`src/rtl/alu_issue_decoder_pkg.sv`:
```
// Shared ALU definitions: operand width, ALU operation codes, opcode/funct
// constants and the skid-buffer state type used by the issue decoder.
package alu_issue_decoder_pkg;

  localparam int WORD_WIDTH    = 32;
  localparam int ALUCtrl_WIDTH = 5;

  // ALU operation codes presented to the EX stage
  typedef enum logic [ALUCtrl_WIDTH-1:0] {
    ALU_ADD   = 5'd0,
    ALU_SUB   = 5'd1,
    ALU_ADDU  = 5'd2,
    ALU_SUBU  = 5'd3,
    ALU_SLL   = 5'd4,
    ALU_SRL   = 5'd5,
    ALU_SRA   = 5'd6,
    ALU_AND   = 5'd7,
    ALU_OR    = 5'd8,
    ALU_XOR   = 5'd9,
    ALU_NOR   = 5'd10,
    ALU_ADDI  = 5'd11,
    ALU_ADDIU = 5'd12,
    ALU_ANDI  = 5'd13,
    ALU_LUI   = 5'd14,
    ALU_ORI   = 5'd15,
    ALU_SLTI  = 5'd16,
    ALU_SLTIU = 5'd17,
    ALU_XORI  = 5'd18
  } alu_ctrl_e;

  // Primary opcodes (instr[31:26])
  localparam logic [5:0] OP_RTYPE = 6'b000000;
  localparam logic [5:0] OP_ADDI  = 6'b001000;
  localparam logic [5:0] OP_ADDIU = 6'b001001;
  localparam logic [5:0] OP_SLTI  = 6'b001010;
  localparam logic [5:0] OP_SLTIU = 6'b001011;
  localparam logic [5:0] OP_ANDI  = 6'b001100;
  localparam logic [5:0] OP_ORI   = 6'b001101;
  localparam logic [5:0] OP_XORI  = 6'b001110;
  localparam logic [5:0] OP_LUI   = 6'b001111;

  // R-type function codes (instr[5:0])
  localparam logic [5:0] FN_SLL  = 6'b000000;
  localparam logic [5:0] FN_SRL  = 6'b000010;
  localparam logic [5:0] FN_SRA  = 6'b000011;
  localparam logic [5:0] FN_ADD  = 6'b100000;
  localparam logic [5:0] FN_ADDU = 6'b100001;
  localparam logic [5:0] FN_SUB  = 6'b100010;
  localparam logic [5:0] FN_SUBU = 6'b100011;
  localparam logic [5:0] FN_AND  = 6'b100100;
  localparam logic [5:0] FN_OR   = 6'b100101;
  localparam logic [5:0] FN_XOR  = 6'b100110;
  localparam logic [5:0] FN_NOR  = 6'b100111;

  // Occupancy of the two-entry skid buffer
  typedef enum logic [1:0] {
    S_EMPTY = 2'd0,
    S_ONE   = 2'd1,
    S_TWO   = 2'd2
  } skid_state_e;

endpackage

```
`src/rtl/alu_ctrl_decode.sv`:
```
// Pure combinational instruction decoder: ALU code, destination register,
// write enable and illegal-instruction flag.
module alu_ctrl_decode
  import alu_issue_decoder_pkg::*;
(
  input  logic [31:0]              instr,
  output logic [ALUCtrl_WIDTH-1:0] alu_ctrl,
  output logic [4:0]               dest,
  output logic                     wen,
  output logic                     illegal
);

  logic [5:0] opcode;
  logic [5:0] funct;

  assign opcode = instr[31:26];
  assign funct  = instr[5:0];

  // Map opcode/funct to an ALU code; anything unrecognised is illegal
  always_comb begin
    alu_ctrl = ALU_ADD;
    illegal  = 1'b0;
    if (opcode == OP_RTYPE) begin
      unique case (funct)
        FN_ADD:  alu_ctrl = ALU_ADD;
        FN_SUB:  alu_ctrl = ALU_SUB;
        FN_ADDU: alu_ctrl = ALU_ADDU;
        FN_SUBU: alu_ctrl = ALU_SUBU;
        FN_SLL:  alu_ctrl = ALU_SLL;
        FN_SRL:  alu_ctrl = ALU_SRL;
        FN_SRA:  alu_ctrl = ALU_SRA;
        FN_AND:  alu_ctrl = ALU_AND;
        FN_OR:   alu_ctrl = ALU_OR;
        FN_XOR:  alu_ctrl = ALU_XOR;
        FN_NOR:  alu_ctrl = ALU_NOR;
        default: illegal  = 1'b1;
      endcase
    end else begin
      unique case (opcode)
        OP_ADDI:  alu_ctrl = ALU_ADDI;
        OP_ADDIU: alu_ctrl = ALU_ADDIU;
        OP_ANDI:  alu_ctrl = ALU_ANDI;
        OP_LUI:   alu_ctrl = ALU_LUI;
        OP_ORI:   alu_ctrl = ALU_ORI;
        OP_SLTI:  alu_ctrl = ALU_SLTI;
        OP_SLTIU: alu_ctrl = ALU_SLTIU;
        OP_XORI:  alu_ctrl = ALU_XORI;
        default:  illegal  = 1'b1;
      endcase
    end
  end

  // R-type writes rd, I-type writes rt; register 0 is never written
  assign dest = (opcode == OP_RTYPE) ? instr[15:11] : instr[20:16];
  assign wen  = !illegal && (dest != 5'd0);

endmodule

```
`src/rtl/alu_issue_decoder.sv`:
```
// ALU issue stage: decodes an instruction, captures its operands and holds
// the result in a two-entry skid buffer in front of the EX stage.
module alu_issue_decoder #(
  parameter int WORD_WIDTH = alu_issue_decoder_pkg::WORD_WIDTH,
  parameter int CNT_WIDTH  = 16
) (
  input  logic                  clk,
  input  logic                  rst,
  input  logic                  flush,
  input  logic                  in_valid,
  output logic                  in_ready,
  input  logic [31:0]           in_instr,
  input  logic [WORD_WIDTH-1:0] in_rs_val,
  input  logic [WORD_WIDTH-1:0] in_rt_val,
  output logic                  out_valid,
  input  logic                  out_ready,
  output logic [alu_issue_decoder_pkg::ALUCtrl_WIDTH-1:0] out_alu_ctrl,
  output logic [WORD_WIDTH-1:0] out_a,
  output logic [WORD_WIDTH-1:0] out_b,
  output logic [15:0]           out_imm1,
  output logic [4:0]            out_imm2,
  output logic [4:0]            out_dest,
  output logic                  out_wen,
  output logic                  out_illegal,
  output logic [CNT_WIDTH-1:0]  illegal_cnt
);

  import alu_issue_decoder_pkg::*;

  // One buffered entry: ctrl, a, b, imm1, imm2, dest, wen, illegal
  localparam int ENTRY_W = ALUCtrl_WIDTH + 2 * WORD_WIDTH + 16 + 5 + 5 + 2;

  logic [ALUCtrl_WIDTH-1:0] dec_alu_ctrl;
  logic [4:0]               dec_dest;
  logic                     dec_wen;
  logic                     dec_illegal;

  alu_ctrl_decode u_decode (
    .instr    (in_instr),
    .alu_ctrl (dec_alu_ctrl),
    .dest     (dec_dest),
    .wen      (dec_wen),
    .illegal  (dec_illegal)
  );

  skid_state_e          state_reg;
  logic [ENTRY_W-1:0]   head_reg;
  logic [ENTRY_W-1:0]   skid_reg;
  logic                 out_valid_reg;
  logic                 in_ready_reg;
  logic [CNT_WIDTH-1:0] illegal_cnt_reg;

  logic               in_fire;
  logic               out_fire;
  logic [ENTRY_W-1:0] new_entry;

  assign in_fire  = in_valid && in_ready_reg;
  assign out_fire = out_valid_reg && out_ready;

  assign new_entry = {dec_alu_ctrl, in_rs_val, in_rt_val, in_instr[15:0],
                      in_instr[10:6], dec_dest, dec_wen, dec_illegal};

  // Skid-buffer FSM with registered handshakes; head_reg is always the
  // oldest entry, so the presented outputs come straight from a register
  always_ff @(posedge clk) begin
    if (rst) begin
      state_reg       <= S_EMPTY;
      head_reg        <= '0;
      skid_reg        <= '0;
      out_valid_reg   <= 1'b0;
      in_ready_reg    <= 1'b1;
      illegal_cnt_reg <= '0;
    end else begin
      if (in_fire && dec_illegal && !flush && (illegal_cnt_reg != {CNT_WIDTH{1'b1}})) begin
        illegal_cnt_reg <= illegal_cnt_reg + 1'b1;
      end
      if (flush) begin
        state_reg     <= S_EMPTY;
        out_valid_reg <= 1'b0;
        in_ready_reg  <= 1'b1;
      end else begin
        case (state_reg)
          S_EMPTY: begin
            if (in_fire) begin
              head_reg      <= new_entry;
              state_reg     <= S_ONE;
              out_valid_reg <= 1'b1;
            end
          end
          S_ONE: begin
            if (in_fire && out_fire) begin
              head_reg <= new_entry;
            end else if (in_fire) begin
              skid_reg     <= new_entry;
              state_reg    <= S_TWO;
              in_ready_reg <= 1'b0;
            end else if (out_fire) begin
              state_reg     <= S_EMPTY;
              out_valid_reg <= 1'b0;
            end
          end
          S_TWO: begin
            if (out_fire) begin
              head_reg     <= skid_reg;
              state_reg    <= S_ONE;
              in_ready_reg <= 1'b1;
            end
          end
          default: begin
            state_reg     <= S_EMPTY;
            out_valid_reg <= 1'b0;
            in_ready_reg  <= 1'b1;
          end
        endcase
      end
    end
  end

  assign in_ready    = in_ready_reg;
  assign out_valid   = out_valid_reg;
  assign illegal_cnt = illegal_cnt_reg;
  assign {out_alu_ctrl, out_a, out_b, out_imm1, out_imm2,
          out_dest, out_wen, out_illegal} = head_reg;

endmodule

```
`config.mk`:
```
export PLATFORM = sky130hd
export DESIGN_NAME = alu_issue_decoder
export DESIGN_NICKNAME = d
export VERILOG_FILES = /design/src/rtl/alu_issue_decoder_pkg.sv /design/src/rtl/alu_ctrl_decode.sv /design/src/rtl/alu_issue_decoder.sv
export SDC_FILE = /design/constraint.sdc
export NUM_CORES = 1
export LEC_CHECK = 0
export ABC_CLOCK_PERIOD_IN_PS = 1600
export CORE_MARGIN = 2
export CORE_UTILIZATION = 45
export CTS_CLUSTER_SIZE = 30
export DETAILED_ROUTE_END_ITERATION = 7
export PLACE_DENSITY_LB_ADDON = 0.12
export SLEW_MARGIN = 10
export SYNTH_ARGS = -nofsm -noshare
export SYNTH_HDL_FRONTEND = slang
export SYNTH_SLANG_ARGS = --single-unit
```
`constraint.sdc`:
```
create_clock -name clk -period 1.6 [get_ports clk]
set_input_delay 0.32 -clock clk [delete_from_list [all_inputs] [get_ports clk]]
set_output_delay 0.32 -clock clk [all_outputs]
set_load 0.01 [all_outputs]
```
* After elaboration in Yosys (flattened, before gate mapping)
Index checks and enable logic that the tools add are counted.
Storage, ports and cells: register bits after elaboration 214, input bits 101, output and inout port bits 115, word-level logic and storage cells 88
Operators by class: $add $sub $neg 1, equal/unequal tests 29, mux-type cells 26, bitwise logic cells 4, reductions and logical operators 22
Operators by type and width (number):
- $mux W97 | 3
- $pmux W97 S3 | 1
- $eq A6 B4 Y1 const B | 8
- $eq A6 B6 Y1 const B | 8
- $pmux W4 S10 | 1
- $pmux W5 S8 | 1
- $add A16 B1 Y16 const B | 1
- $ne A16 B16 Y1 const B | 1
- $ne A2 B2 Y1 const B | 7
- $eq A6 B2 Y1 const B | 2
- $logic_not A6 Y1 | 2
- $reduce_and A4 Y1 | 3
- $reduce_or A11 Y1 | 1
- $mux W1 | 10
- $mux W2 | 5
- $mux W5 | 2
- $reduce_and A5 Y1 | 2
- $reduce_or A8 Y1 | 1
- $logic_and A1 B1 Y1 | 7
- $pmux W1 S3 | 2
- $pmux W2 S3 | 1
- $reduce_bool A5 Y1 | 1
- $not A1 Y1 | 4
- $ne A3 B3 Y1 const B | 1
- other kinds (6) | 7

* Logic depth before layout (Yosys ltp)
Gate-level depths: netlist of run 1.
depth in word-level cells 8, depth in mapped cells 9, depth with buffers taken out 5

* Hierarchy
Synthesis of run 1 repeated with hierarchy kept, for this count alone.
Unflattened totals: cell total of the unflattened synthesis 1113, area, all modules 9481.6 sq um
By module, submodules not included:
- alu_issue_decoder | instances 1, cells each 1065, area each 9157.5 sq um, seq. area each 4083.9 sq um
- alu_ctrl_decode | instances 1, cells each 48, area each 324.1 sq um, seq. area each 0.0 sq um

* Worst setup path before layout of run 1
OpenSTA, ideal clock, no wires.
path kind register -> register, start point register illegal_cnt_reg[0] (netlist: illegal_cnt[0]), end point register illegal_cnt_reg[15] (netlist: illegal_cnt[15]), library setup time 0.123 ns, arrival 1.601 ns, required time 1.477 ns, path slack -0.124 ns, cell stages (with the launch flop) 7, path buffers 1, clock period less this slack 1.724 ns, cell sequence dfxtp_1 ha_1 and3_1 and3_4 buf_6 nor4_1 mux2_1
Between the ends: cells in the longest elaborated chain, start to end 2, elaborated cells on any way between the ends 3, those cells by class 1 x add/sub; 1 x eq/ne; 1 x reduce/logical
Ends and longest elaborated chain:
- from (decl) | line alu_issue_decoder.sv:51 | logic [CNT_WIDTH-1:0] illegal_cnt_reg;
- from (signal assigned) | line alu_issue_decoder.sv:75 | illegal_cnt_reg <= illegal_cnt_reg + 1'b1;
- parallel branches: the longest is 2 deep, another holds $add A16 B1 Y16
Several ways; the timed one is not identified. A chain may end at the register's enable or synchronous reset.

* Worst setup path after layout of run 1
start point register illegal_cnt_reg[9] (netlist: illegal_cnt[9]), end point register illegal_cnt_reg[2] (netlist: illegal_cnt[2])
Between the ends: cells in the longest elaborated chain, start to end 2
Ends and longest elaborated chain:
- $ne A16 B16 Y1 | line alu_issue_decoder.sv:74 | if (in_fire && dec_illegal && !flush && (illegal_cnt_reg != {CNT_WIDTH{1'b1}})) begin
- $logic_and A1 B1 Y1 | line alu_issue_decoder.sv:74
Every way passes these cells.

==> results by group, run 1 <==
Status
  – Status: finished, violations left
  – Failing checks: negative setup slack

Global routing
  – Grt ovf: 0
  – Vias in the first global route: 8284
  – Global-route wire length before repair: 41600 um
  – GRT Total Usage: 0.249
  – Initial antenna violation count: 2
  – Largest net degree at the start of global routing: 62

Timing
  – Fin crit period: 1690 ps
  – Worst-Margin Slew: 501 ps
  – Final period utilization: 1.06
  – Final TNS setup: -4010 ps
  – RSZ-0062 raised after global routing: true
  – Worst hold margin: 232 ps
  – Final Slew Violations: 0
  – Final worst slack: -93.2 ps
  – Worst slew margin relative to its limit: 0.666
  – Final Hold Vio Count: 0
  – Fmax: 591 MHz
  – Setup violations, final: 119
  – Setup Skew: 13.2 ps

Critical path
  – Reg2Reg Setup Slack: -90 ps
  – R2R cell count: 6
  – WP data required: 2030 ps
  – Setup CP Type: flop to flop
  – R2R Path Start: illegal_cnt[9]
  – Arrival time worst endpoint: 2120 ps
  – Type of origin of the critical path: flop
  – R2R Path End: illegal_cnt[2]
  – Worst-path maximum fanout: 8
  – Crit. End Element: flop

Pwr
  – Worst VDD drop: 0.703 mV
  – Seq pwr share: 0.433
  – Switching share of total power: 0.241
  – Tot Pwr: 12.4 mW
  – Clock Power Share: 0.424
  – Sw Pwr: 3.00 mW
  – Int Pwr: 9.44 mW
  – Pwr dens: 903 mW/mm2
  – Logic pwr share: 0.143
  – LEAKAGE: 5.59 nW

Hold path
  – Sink of the worst hold path: skid_reg[34]
  – Hold path start: rst
  – Worst Hold Path Cells: 2
  – Worst Hold Class: primary input to flop

Synthesis
  – Register bit total from synthesis: 204
  – Ys async rst share: 0
  – Count leader, synth: nand2_1
  – Post-synth top flop: dfxtp_1
  – Yosys top cell by area: dfxtp_1
  – Sequential share of the synthesized area: 0.471
  – Yosys top cell area share: 0.471
  – Avg Cell Area, Syn: 7.97 um2
  – Post-synth EDFFs: 0
  – Commonest cells post-synth: 341 x nand2_1, 204 x dfxtp_1, 120 x nor2_1
  – Post-Syn Instances: 1088
  – Post-Synthesis Cell Area: 0.00867 mm2
  – Yosys warning total: 0
  – Post-synthesis cell type count: 63
  – Synthesized Nets: 1190
  – Largest cells by area after synthesis: dfxtp_1 47%, nand2_1 15%, a311oi_1 8.4%

Clocking
  – Reg clk slew, reported paths: 60 ps
  – H-tree depth: 1
  – Bufs on Longest Clock Path: 3
  – Clk_lat worst skew: 500 ps
  – CTS tree: yes
  – CTS root buf: clkbuf_16
  – CTS Buf Count: 22
  – # clock sinks: 204

Floorplan
  – Full die area: 0.0204 mm2
  – I/O pins: 216
  – Die X: 143 um
  – Height of the die: 143 um
  – Initial Utilization: 0.461
  – Row count: 50
  – Core area: 0.0188 mm2

Finish
  – Final net count: 1476
  – Final core utilization: 0.732
  – Fraction of layout cells with a size suffix above 1: 0.244
  – Area Growth Syn to Fin: 58.9%

Drt
  – DR iter-0 viols: 471
  – Antenna-violating nets left: 0
  – WL per Instance: 17.1 um
  – 1st-pass router iterations: 5
  – Via count: 8904
  – DRC Markers: 0
  – Vias per cell: 5.40
  – Final wirelength: 28200 um

Placement
  – Buffers on Ports: 210
  – Final Wtd Congestion: 0.816
  – DP Wirelength: 16000 um

Job
  – Max_cap viols: 0
[timing repair]
action	in CTS	in global routing
gates resized for setup	172	131
hold buffers	0	0
pin swaps	41	65
gates cloned	7	12
setup endpoints to repair	159	137
buffers inserted	14	13
[stage by stage]
step / worst slack (ps) / area (um2) / instances
finish: -93.2 / 13800 / 1650
global route: -207 / 13800 / 1649
CTS: -26.1 / 12900 / 1624
detailed placement: -676 / 11800 / 1566
global placement: -646 / 11800 / 1566
floorplan: -33.0 / 8720 / 1088
[logic make-up (layout without fill, tap and decap cells)]
family,after synthesis,in the layout,share of synthesized area
and+or+nand+nor,533,534,0.260
AOI/OAI and AO/OA,235,235,0.195
adders and majority gates,2,2,0.00260
other,0,2,0
buffers and inverters,103,402,0.0590
muxes,8,8,0.00952
DFF,204,204,0.471
xor gates and xnor gates,3,3,0.00303
[cells in the final DEF (no fill, tap or decap), types with 4 or more instances in the layout]
cell	synthesis	layout
dfxtp_1	204	190
nor3_1	12	10
buf_4	13	91
a21oi_2	0	36
a21oi_1	101	65
dlygate4sd2_1	0	117
a311oi_2	0	13
or3_1	7	6
a2111oi_4	0	5
clkdlybuf4s50_1	0	87
inv_1	5	5
o31ai_1	8	5
nor2_2	2	5
clkbuf_8	0	7
dfxtp_2	0	14
buf_6	5	15
buf_12	0	24
buf_16	0	6
o21ai_0	6	4
nand2_4	0	17
nand2_2	0	7
nand2_1	341	316
clkbuf_16	0	35
nand3_1	6	5
a31o_1	5	5
a311oi_1	83	70
and3_4	2	6
nor2_1	120	114
or4_1	7	4
[worst max-delay path: stages, from the launching register on]
cell and delay [ps]:
dfxtp_2 320, and4_4 180, and3_4 200, and3_4 210, buf_6 150, or4_4 420, a21oi_2 130
[power by group through the flow]
stage	Sequential (mW)	Clock, mW	Combinational, mW
floorplan	5.57	0	0.621
global placement	5.50	0	1.61
detailed placement	5.51	0	1.62
CTS	5.39	5.35	1.63
global route	5.42	5.56	1.91
finish	5.39	5.28	1.78
[layer usage]
metal,up-vias,routed length (um),track usage
met3,52,1880,0.0396
li1,4334,-,-
met2,287,13800,0.425
met4,0,588,0.0688
met5,-,0,0
met1,4231,11900,0.327
[area by class of cell]
type | count | area [um2]
fill | 1455 | 5050
sequential | 204 | 4100
timing repair buffer | 358 | 3760
clock inverter | 5 | 75.1
inverter | 6 | 22.5
antenna | 2 | 5.00
tap | 260 | 325
clock buffer | 33 | 683
multi-input combinational | 782 | 4810
[worst max path at each step]
stage,startpoint,to,cells after the start
finish,illegal_cnt[9],illegal_cnt[2],6
global route,in_ready,head_reg[36],8
floorplan,illegal_cnt[9],illegal_cnt[15],6
detailed placement,in_instr[31],illegal_cnt[4],8
CTS,in_ready,head_reg[57],9
global placement,in_instr[30],illegal_cnt[3],8
No activity file was read; power rests on OpenSTA's default activity.
==> run 2, diff against run 1 <==
CORE_MARGIN = 8   (was 2)
SLEW_MARGIN = 20   (was 10)
==> run 2 against run 1 <==
Compared with the run above:
- the flow still finishes with violations (negative setup slack)
- flip-flop and latch count stayed put
- clock-buffer cell count is 2 higher
- hold slack worse by 32 ps
- critical path type unchanged
==> results by group, run 2 (synthesis results as in run 1) <==
Clocking
  – CTS Buf Count: 22
  – # clock sinks: 204
  – Reg clk slew, reported paths: 60 ps
  – CTS Hold Buffers Added: 0
  – CTS tree: yes
  – CTS root buf: clkbuf_16
  – H-tree depth: 1
  – Clk_lat worst skew: 500 ps
  – Bufs on Longest Clock Path: 3

Global routing
  – GRT Total Usage: 0.207
  – Vias in the first global route: 8289
  – Grt ovf: 0
  – Initial antenna violation count: 1
  – Global-route wire length before repair: 41800 um
  – Largest net degree at the start of global routing: 73

Floorplan
  – Die X: 155 um
  – Core area: 0.0188 mm2
  – Initial Utilization: 0.461
  – I/O pins: 216
  – Height of the die: 155 um
  – Full die area: 0.0240 mm2
  – Row count: 50

Critical path
  – Setup CP Type: flop to flop
  – R2R cell count: 8
  – R2R Path Start: state_reg[1]
  – Buf/Inv on CP: 4
  – Cells along the critical path: buf_6, and4bb_2, nor2b_4, buf_6, buf_12, clkbuf_16, nand2_1, a21oi_1
  – R2R Path End: skid_reg[15]
  – Slowest Stage Delay on Critical Path: 350 ps
  – Reg2Reg Setup Slack: -190 ps
  – Arrival time worst endpoint: 2210 ps
  – Crit. End Element: flop
  – CP max-delay cell: dfxtp_4
  – WP data required: 2020 ps
  – Worst-path maximum fanout: 8
  – Type of origin of the critical path: flop
  – Family with the most delay on the worst path: simple AND/OR/NAND/NOR gates
  – Cell mode on critical path: buf_6

Finish
  – Post-route cell area: 0.0140 mm2
  – Highest-count cells in the layout ignoring fill and taps: 293 x nand2_1, 189 x dfxtp_1, 118 x dlygate4sd2_1
  – Most common cell after layout, fill and taps aside: nand2_1
  – Post-Layout Cell Count: 1652
  – Final net count: 1480
  – Ant diodes: 0
  – Fillers: 1413
  – Fraction of layout cells with a size suffix above 1: 0.270
  – Area Growth Syn to Fin: 61.4%

Placement
  – Buffers on Ports: 210
  – DP Wirelength: 17600 um
  – Final Wtd Congestion: 0.803
  – Cell count after placement: 1565
  – Dpl cell area: 0.0117 mm2

Status
  – Failing checks: negative setup slack
  – Status: finished, violations left

Drt
  – Antenna-violating nets left: 0
  – DR iter-0 viols: 527
  – 1st-pass router iterations: 5
  – WL per Instance: 18.9 um
  – DRC Markers: 0
  – Vias per cell: 5.53
  – Via count: 9128
  – Final wirelength: 31300 um

Pwr
  – Worst VDD drop: 0.664 mV
  – Pwr dens: 873 mW/mm2
  – LEAKAGE: 5.83 nW
  – Tot Pwr: 12.2 mW

Timing
  – Final TNS setup: -6470 ps
  – Fin crit period: 1790 ps
  – Setup violations, final: 117
  – Final Slew Violations: 0
  – Final Hold Vio Count: 0
  – RSZ-0062 raised after global routing: true
  – Fmax: 558 MHz
  – Final worst slack: -193 ps
  – Setup Skew: 11.0 ps
  – Final period utilization: 1.12
  – Worst slew margin relative to its limit: 0.700
  – Worst-Margin Slew: 438 ps

Hold path
  – Worst Hold Class: primary input to flop
  – Worst Hold Path Cells: 2
  – Hold path start: rst
  – Sink of the worst hold path: skid_reg[16]

Job
  – Max_cap viols: 0
-- run 2: changes by cell type in the layout (fill, tap and decap cells not counted), sizes merged, moves of 2 or more --
cell / change
clkbuf: +8
clkdlybuf4s50: -6
buf: -2
diode: -2
dlymetal6s2s: +5
-- run 2: layout make-up --
type / instances / area (um2) / share of cell area
clock buffers: 35 / 641 / 0.0458
clock inverters: 3 / 40.0 / 0.00286
inverters: 6 / 22.5 / 0.00161
multi-input cells: 782 / 4970 / 0.355
flip-flops and latches: 204 / 4110 / 0.294
well taps: 260 / 325 / 0.0232
repair buffers: 362 / 3880 / 0.277
-- run 2: what timing repair did --
item	4_1_cts	5_1_grt
endpoints found under the setup margin	248	182
resized for setup	148	229
buffers inserted	2	21
cloned	0	26
pin swaps	6	140
-- run 2: stage by stage --
step,hold slack (ps),util,setup WS (ps)
floorplan,399,-,-33.0
global route,201,0.743,-246
finish,200,0.743,-193
CTS,174,0.657,-38.4
detailed placement,445,0.622,-669
global placement,441,0.622,-656
-- run 2: report_power, final --
group          total [mW]  leakage [nW]  switching (mW)  internal [mW]
clock                4.93         0.332            2.03           2.89
combinational        1.91          3.83           0.957          0.950
sequential           5.39          1.67           0.113           5.28
total                12.2          5.83            3.10           9.12
-- run 2: per-layer routing --
| layer | track usage | vias to the layer above | routed length (um) |
|---|---|---|---|
| met2 | 0.353 | 308 | 15400 |
| met3 | 0.0543 | 49 | 2500 |
| li1 | - | 4340 | - |
| met1 | 0.258 | 4429 | 12800 |
| met5 | 0 | - | 14 |
| met4 | 0.0429 | 2 | 565 |
-- run 2: how the worst max path moves through the flow --
stage | end | startpoint | slack [ps] | cells after the start
floorplan | illegal_cnt[15] | illegal_cnt[9] | -30 | 6
global placement | illegal_cnt[14] | in_instr[30] | -660 | 8
detailed placement | illegal_cnt[15] | in_instr[31] | -670 | 7
CTS | illegal_cnt[9] | in_ready | -40 | 7
global route | skid_reg[15] | state_reg[1] | -250 | 8
finish | skid_reg[15] | state_reg[1] | -190 | 8
